File: config.mk
export PLATFORM = sky130hd
export DESIGN_NAME = acc_ser_tx_flat
export DESIGN_NICKNAME = d
export VERILOG_FILES = /design/src/rtl/acc_ser_pkg.sv /design/src/rtl/acc_ser_if.sv /design/src/rtl/acc_ser_baud_tick.sv /design/src/rtl/acc_ser_tx.sv /design/src/flat_wrapper.sv
export SDC_FILE = /design/constraint.sdc
export NUM_CORES = 1
export LEC_CHECK = 0
export ABC_AREA = 1
export CAP_MARGIN = 10
export CORE_AREA = 4 4 79 44
export DETAILED_ROUTE_END_ITERATION = 12
export DIE_AREA = 0 0 83 48
export GPL_TIMING_DRIVEN = 1
export PLACE_DENSITY = 0.74
export SLEW_MARGIN = 20
export SYNTH_ARGS = -nofsm -noshare
export SYNTH_HDL_FRONTEND = slang
export SYNTH_SLANG_ARGS = --single-unit
File: constraint.sdc
create_clock -name clk -period 1.7 [get_ports clk]
set_input_delay 0.34 -clock clk [delete_from_list [all_inputs] [get_ports clk]]
set_output_delay 0.34 -clock clk [all_outputs]
set_load 0.02 [all_outputs]
File: src/rtl/acc_ser_pkg.sv
// Shared constants for the accumulator serial transmitter: FSM state codes,
// line levels and default geometry. Parity frames are enabled by ACC_SER_PARITY_EN.
package acc_ser_pkg;

  localparam int DEF_W   = 16;
  localparam int DEF_DIV = 1;

  localparam logic [2:0] IDLE   = 3'd0;
  localparam logic [2:0] START  = 3'd1;
  localparam logic [2:0] DATA   = 3'd2;
  localparam logic [2:0] PARITY = 3'd3;
  localparam logic [2:0] STOP   = 3'd4;

  localparam logic IDLE_LVL  = 1'b1;
  localparam logic START_LVL = 1'b0;

`ifdef ACC_SER_PARITY_EN
  localparam int PAR_BITS = 1;
`else
  localparam int PAR_BITS = 0;
`endif

endpackage

File: src/rtl/acc_ser_if.sv
// Frame request / serial line bundle between the accumulator side (master)
// and the serial transmitter (slave).
interface acc_ser_if #(
  parameter int W = acc_ser_pkg::DEF_W
);
  logic [W-1:0] a;
  logic         start;
  logic         sout;
  logic         busy;
  logic         done;

  modport master (output a, start, input sout, busy, done);
  modport slave  (input a, start, output sout, busy, done);
endinterface

File: src/rtl/acc_ser_baud_tick.sv
// Baud divider: free-running counter that pulses tick every DIV cycles;
// clr restarts the count so the first bit of a frame is full length.
module baud_tick #(
  parameter int DIV = 1
) (
  input  logic clk,
  input  logic rst_b,
  input  logic clr,
  output logic tick
);
  localparam int DW = (DIV > 1) ? $clog2(DIV) : 1;

  logic [DW-1:0] cnt;

  assign tick = (cnt == DW'(DIV - 1));

  // NOTE: sequential state uses non-blocking assignments so every flop samples pre-edge values.
  always_ff @(posedge clk or negedge rst_b) begin
    if (!rst_b) begin
      cnt <= '0;
    end else if (clr || tick) begin
      cnt <= '0;
    end else begin
      cnt <= cnt + 1'b1;
    end
  end

endmodule

File: src/rtl/acc_ser_tx.sv
// Snapshots the accumulator on a start request and sends it as one serial frame:
// start bit, W data bits MSB first, optional even parity (ACC_SER_PARITY_EN), stop bit.
module acc_ser_tx
  import acc_ser_pkg::*;
#(
  parameter int W   = DEF_W,
  parameter int DIV = DEF_DIV
) (
  input  logic       clk,
  input  logic       rst_b,
  acc_ser_if.slave   bus
);
  localparam int BW = $clog2(W + 1);

  logic [2:0]    state;
  logic [W-1:0]  shreg;
  logic [BW-1:0] bit_cnt;
  logic          sout_q;
  logic          busy_q;
  logic          done_q;
  logic          accept;
  logic          tick;
`ifdef ACC_SER_PARITY_EN
  logic          par;
`endif

  // Only an idle transmitter takes a request; requests while busy are dropped.
  assign accept = (state == IDLE) && bus.start;

  baud_tick #(.DIV(DIV)) u_tick (
    .clk   (clk),
    .rst_b (rst_b),
    .clr   (accept),
    .tick  (tick)
  );

  assign bus.sout = sout_q;
  assign bus.busy = busy_q;
  assign bus.done = done_q;

  always_ff @(posedge clk or negedge rst_b) begin
    if (!rst_b) begin
      state   <= IDLE;
      shreg   <= '0;
      bit_cnt <= '0;
      sout_q  <= IDLE_LVL;
      busy_q  <= 1'b0;
      done_q  <= 1'b0;
`ifdef ACC_SER_PARITY_EN
      par     <= 1'b0;
`endif
    end else begin
      // NOTE: default-low here makes done a single-cycle pulse without extra clearing logic.
      done_q <= 1'b0;
      case (state)
        IDLE: begin
          if (bus.start) begin
            shreg   <= bus.a;
            bit_cnt <= '0;
            state   <= START;
            busy_q  <= 1'b1;
            sout_q  <= START_LVL;
`ifdef ACC_SER_PARITY_EN
            par     <= ^bus.a;
`endif
          end
        end
        START: begin
          if (tick) begin
            state  <= DATA;
            sout_q <= shreg[W-1];
          end
        end
        DATA: begin
          if (tick) begin
            shreg <= {shreg[W-2:0], 1'b0};
            if (bit_cnt == BW'(W - 1)) begin
              bit_cnt <= '0;
`ifdef ACC_SER_PARITY_EN
              state   <= PARITY;
              sout_q  <= par;
`else
              state   <= STOP;
              sout_q  <= IDLE_LVL;
`endif
            end else begin
              bit_cnt <= bit_cnt + 1'b1;
              sout_q  <= shreg[W-2];
            end
          end
        end
`ifdef ACC_SER_PARITY_EN
        PARITY: begin
          if (tick) begin
            state  <= STOP;
            sout_q <= IDLE_LVL;
          end
        end
`endif
        STOP: begin
          if (tick) begin
            state  <= IDLE;
            busy_q <= 1'b0;
            done_q <= 1'b1;
          end
        end
        default: begin
          state  <= IDLE;
          sout_q <= IDLE_LVL;
          busy_q <= 1'b0;
        end
      endcase
    end
  end

endmodule

File: src/flat_wrapper.sv
// flat-port wrapper written by rule: the top's interface ports become plain ports
module acc_ser_tx_flat import acc_ser_pkg::*;
#(
  parameter int W   = DEF_W,
  parameter int DIV = DEF_DIV
)
  (clk, rst_b, bus_a, bus_start, bus_sout, bus_busy, bus_done);
  acc_ser_if #(.W(W)) bus_i ();
  input  logic clk;
  input  logic rst_b;
  input wire logic [$bits(bus_i.a)-1:0] bus_a;
  input wire logic [$bits(bus_i.start)-1:0] bus_start;
  output wire logic [$bits(bus_i.sout)-1:0] bus_sout;
  output wire logic [$bits(bus_i.busy)-1:0] bus_busy;
  output wire logic [$bits(bus_i.done)-1:0] bus_done;
  assign bus_i.a = bus_a;
  assign bus_i.start = bus_start;
  assign bus_sout = bus_i.sout;
  assign bus_busy = bus_i.busy;
  assign bus_done = bus_i.done;
  acc_ser_tx #(.W(W), .DIV(DIV)) u_core (.clk(clk), .rst_b(rst_b), .bus(bus_i));
endmodule
After elaboration in Yosys (flattened, before gate mapping)
Cells that the tools add are included.
{ "word_totals": {"register_bits": 28, "wordCells": 54} }
{ "classes": {"n_addsub": 2, "n_eq_ne": 9, "mux": 24, "bitwise_logic": 3, "n_reduce_logical": 9} }
{ "op_table": {"columns": ["cell", "n"], "rows": [
  ["$mux W16", 2],
  ["$pmux W16 S2", 1],
  ["$mux W3", 5],
  ["$mux W5", 3],
  ["$pmux W3 S4", 1],
  ["$pmux W5 S2", 1],
  ["$mux W1", 9],
  ["$ne A2 B2 Y1 const B", 4],
  ["$reduce_and A3 Y1", 2],
  ["$add A5 B1 Y5 const B", 1],
  ["$eq A5 B4 Y1 const B", 1],
  ["$reduce_and A5 Y1", 1],
  ["$pmux W1 S4", 1],
  ["$reduce_and A4 Y1", 1],
  ["$eq A3 B1 Y1 const B", 1],
  ["$eq A3 B2 Y1 const B", 1],
  ["$eq A3 B3 Y1 const B", 1],
  ["$logic_not A3 Y1", 1],
  ["$not A1 Y1", 3],
  ["$pmux W1 S3", 1],
  ["$ne A2 B1 Y1 const B", 1],
  ["$reduce_bool A2 Y1", 1],
  ["$reduce_or A2 Y1", 1],
  ["$add A1 B1 Y1 const B", 1],
  ["2 further kinds", 2]
]} }

Longest topological paths before layout
{ "logic_depth": {"depth_word": 4, "ltp_mapped": 8} }

By module
Synthesis repeated with hierarchy kept, for this count alone.
{ "unflattened": {"cells_unflattened": 179, "hier_area_um2": 1397.6} }
{ "by_module_without_submodules": {"columns": ["module", "n_inst", "cells_each", "area_each_um2", "seq_area_each_um2"], "rows": [
  ["acc_ser_tx", 1, 176, 1365.1, 676.9],
  ["baud_tick", 1, 3, 32.5, 25.0]
]} }

Least setup slack after synthesis
OpenSTA, ideal clock, no wires.
{ "synth_path": {"kind": "register -> register", "startpoint": "reg u_core.state[0]", "endpoint": "reg u_core.shreg[10]", "setup_ns": 0.123, "t_arrival_ns": 1.210, "setup_slack_ns": 0.366, "stages_incl_launch_ff": 9, "path_buffers": 2, "period_less_slack_ns": 1.334, "path_cell_list": "dfrtp_1 -> inv_1 -> nand3_2 -> o21ai_2 -> nand2_2 -> buf_6 -> buf_6 -> nand2_1 -> o21ai_1"} }
{ "synth_between": {"elab_chain_len": 3, "word_cells_on_any_way": 7} }
{ "synth_lines": {"columns": ["element", "line_no", "source"], "rows": [
  ["start, declared", "acc_ser_tx.sv:15", "logic [2:0] state;"],
  ["start signal, assigned", "acc_ser_tx.sv:43", "state <= IDLE;"],
  ["start signal, assigned", "acc_ser_tx.sv:60", "state <= START;"],
  ["start signal, assigned", "acc_ser_tx.sv:70", "state <= DATA;"],
  ["$eq A3 B2 Y1 or $logic_not A3 Y1 (tied branches)", "acc_ser_tx.sv:55", "case (state)"],
  ["$ne A2 B2 Y1 (no source line) or $reduce_bool A2 Y1 (tied branches)", null, null],
  ["$reduce_and A3 Y1 (no source line)", null, null],
  ["end signal, assigned", "acc_ser_tx.sv:58", "shreg <= bus.a;"],
  ["end signal, assigned", "acc_ser_tx.sv:76", "shreg <= {shreg[W-2:0], 1'b0};"],
  ["end, declared", "acc_ser_tx.sv:16", "logic [W-1:0] shreg;"]
]} }
Several ways; a longest one is shown, not always the timed one.
A chain may end at the register's enable or synchronous reset.

Worst setup path after layout
{ "layout_path": {"startpoint": "reg u_core.busy_q (netlist: u_core.bus.busy)", "endpoint": "out bus_busy"} }
{ "layout_rtl": {"columns": ["element", "line_no", "source"], "rows": [
  ["start, declared", "acc_ser_tx.sv:19", "logic busy_q;"],
  ["start signal, assigned", "acc_ser_tx.sv:47", "busy_q <= 1'b0;"],
  ["start signal, assigned", "acc_ser_tx.sv:61", "busy_q <= 1'b1;"],
  ["start signal, assigned", "acc_ser_tx.sv:103", "busy_q <= 1'b0;"],
  ["end, declared", "flat_wrapper.sv:14", "output wire logic [$bits(bus_i.busy)-1:0] bus_busy;"]
]} }
No word-level cell between the ends.

==> results by group <==
Clock network
  – CTS HTree Levels: 1
  – Clock Latency Late Sink: 0.27 ns
  – CTS Sinks: 28
  – Clock transition at path regs: 0.09 ns
  – CTS tree: yes
  – Root Buffer: clkbuf_8
  – Max clock buf depth: 2
  – Cts bufs inserted: 3

Timing
  – Layout Skew: 0.002094 ns
  – RSZ-0062 raised after global routing: no
  – Max-slew violations: 0
  – Final setup fails: 0
  – Setup TNS Final: 0 ns
  – Final WS setup: 0.09004 ns
  – F_max: 0.6211 GHz
  – Final Hold Vio Count: 0
  – Tmin final: 1.610 ns
  – Final period utilization: 94.70%

Worst setup path
  – Largest stage delay on the critical path: 0.61 ns
  – Crit end category: output pin
  – Reg2reg path depth: 6
  – Critical path buffer and inverter count: 1
  – Critical path required time: 1.36 ns
  – WS Path Type: flip-flop to output pin
  – Critical path launch point type: flip-flop
  – Crit-path cells: clkdlybuf4s50_1
  – Worst path slowest cell: clkdlybuf4s50_1
  – CP top delay family: buffers and inverters
  – WP data arrival: 1.27 ns
  – Crit path max fanout: 2
  – Crit. path cell count: 1

Routing
  – Avg Vias per Cell: 4.979
  – DR WL/cell: 12.66 µm
  – DRT Wirelength: 2976 µm
  – Vias after detailed routing: 1170
  – Initial drt markers: 47
  – DRC Markers: 0
  – Pre-antenna DRT Iters: 4
  – Detail Route Antenna Nets: 0

Placement
  – DP HPWL: 2148 µm
  – Post-placement setup slack: 0.1040 ns
  – GP Congestion: 0.7767
  – IO Port Bufs: 21

Floorplanning
  – Cell Rows: 14
  – Die width: 83 µm
  – Die height: 48 µm
  – Die area: 3984 µm²
  – # IOs: 22
  – Initial Util: 49.91%
  – Core area: 2838 µm²

Global route
  – M1 GR Usage: 21.92%
  – Vias in the first global route: 1046
  – GRT Residual Overflow: 0
  – Initial antenna violation count: 0
  – Met2 GRT Util: 25.32%
  – Global-route wire length before repair: 4912 µm
  – Pin count of the biggest net entering global routing: 40
  – Top Usage Layer GRT: met2
  – Grt met3 use: 4.467%
  – Gr usage total: 16.17%

Synth
  – Share of the synthesized area in the top cell type: 47.70%
  – Count leader, synth: nand2_1
  – Primary FF master, synth: dfrtp_1
  – FF+latch count, synth: 28
  – Seq/Total Area, Yosys: 49.56%
  – Async S/R FF share, synth: 100.0%
  – Yosys warns: 0
  – Mapped Nets: 192
  – Most area-hungry cell type in the Yosys netlist: dfrtp_1
  – Synth Instances: 172
  – Synth Area per Inst: 8.235 µm²
  – Top cells by count, synth: nand2_1, dfrtp_1, o21ai_0
  – Netlist Area Pre-Place: 1416 µm²
  – Synth unique cells: 22
  – Post-synth EDFFs: 0
  – Ranking of synthesized cells by area: dfrtp_1, nand2_1, o21ai_0

Worst hold path
  – Worst Hold Class: primary input to asynchronous set/reset pin

Final layout
  – Layout cells sized above 1: 16.41%
  – Final net count: 216
  – Layout area overhead: 21.64%
  – Ant. Diodes: 0

Power and ir drop
  – Pwr/cell area: 1648 nW/µm²
  – Tot Pwr: 2.839 mW
  – Static Leak: 0.8011 nW
  – Worst IR Drop VDD: 766.4 µV

Run
  – Max-cap viol count: 0

Status
  – Run status: finished, final reports clean
[per-layer routing]
layer | wire length [µm] | part of all wire [%]
met1 | 1442 | 48
met2 | 1326 | 45
met3 | 171 | 5.7
met4 | 36 | 1.2
met5 | 0 | 0
[worst paths after layout]
path | end | startpoint | slack (ns)
worst max register to register | u_core.shreg[6]$_DFFE_PN0P_ | u_core.state[0]$_DFFE_PN0P_ | 0.15
max in group asynchronous | u_core.bus.sout$_DFFE_PN1P_ | rst_b | 0.95
min in group clk | u_core.bus.sout$_DFFE_PN1P_ | u_core.bus.sout$_DFFE_PN1P_ | 0.49
worst min register to register | u_core.bus.sout$_DFFE_PN1P_ | u_core.bus.sout$_DFFE_PN1P_ | 0.49
worst max-delay path | bus_busy | u_core.bus.busy$_DFFE_PN0P_ | 0.09
worst min-delay path | u_core.u_tick.cnt$_DFF_PN0_ | rst_b | 0.43
[power by group]
group          leakage, nW  switching [mW]  total [mW]  internal, mW
combinational        0.426           0.812        1.36         0.546
sequential           0.352           0.166        1.11         0.941
clock               0.0228           0.206       0.374         0.168
total                0.801            1.18        2.84          1.66
[kinds of logic (layout without fill, tap and decap cells)]
family,Yosys count,count (layout),synth area share (%)
adder cells (fa/ha/maj),1,1,0.8833
AO/OA/AOI/OAI,38,38,14.84
flip-flops,28,28,49.56
other,1,1,0.2648
buffers and inverters,16,39,5.741
AND/OR/NAND/NOR,87,87,28.09
XOR/XNOR,1,1,0.6185
[cell usage in the layout (no fill, tap or decap)]
cell	n
nand2_2	1
clkdlybuf4s50_1	20
nand4_1	4
conb_1	1
or2_0	2
o21ai_2	5
inv_1	7
clkbuf_8	3
nand3_1	7
xor2_1	1
dfstp_2	1
o21ai_1	8
a31oi_1	1
ha_1	1
inv_2	2
nor2_1	9
dfrtp_1	27
or2_2	13
nand3_2	2
o21ai_0	24
buf_12	1
clkbuf_1	1
dlygate4sd2_1	1
nand2_1	49
buf_4	4
[what timing repair did]
item,in CTS,in global routing
endpoints found under the hold margin,0,0
gates resized for setup,1,1
endpoints found under the setup margin,1,2
hold buffers,0,0
buffers inserted,0,0
[area by class of cell]
type / instances / area [µm²]
fill: 246 / 1115
timing repair buffer: 26 / 259.0
inverter: 9 / 33.78
clock buffer: 4 / 45.04
multi-input combinational: 128 / 633.1
tap: 40 / 50.05
sequential: 28 / 701.9
[stage by stage]
stage / utilization [%] / area, µm² / hold WS [ns] / std cells
after floorplan: - / 1416 / 0.04441 / 172
after global placement: 59.17 / 1679 / 0.4602 / 231
after detailed placement: 59.17 / 1679 / 0.4719 / 231
after CTS: 60.71 / 1723 / 0.4386 / 235
after global routing: 60.71 / 1723 / 0.4484 / 235
final: 60.71 / 1723 / 0.4307 / 235
[state kept, by name, summed over array words and instances, names as in the netlist]
name               cells
u_core.state           3
u_core.bus.sout        1
u_core.bus.done        1
u_core.shreg          16
u_core.u_tick.cnt      1
u_core.bit_cnt         5
u_core.bus.busy        1
Note: power is estimated with default switching activity, not from simulation.
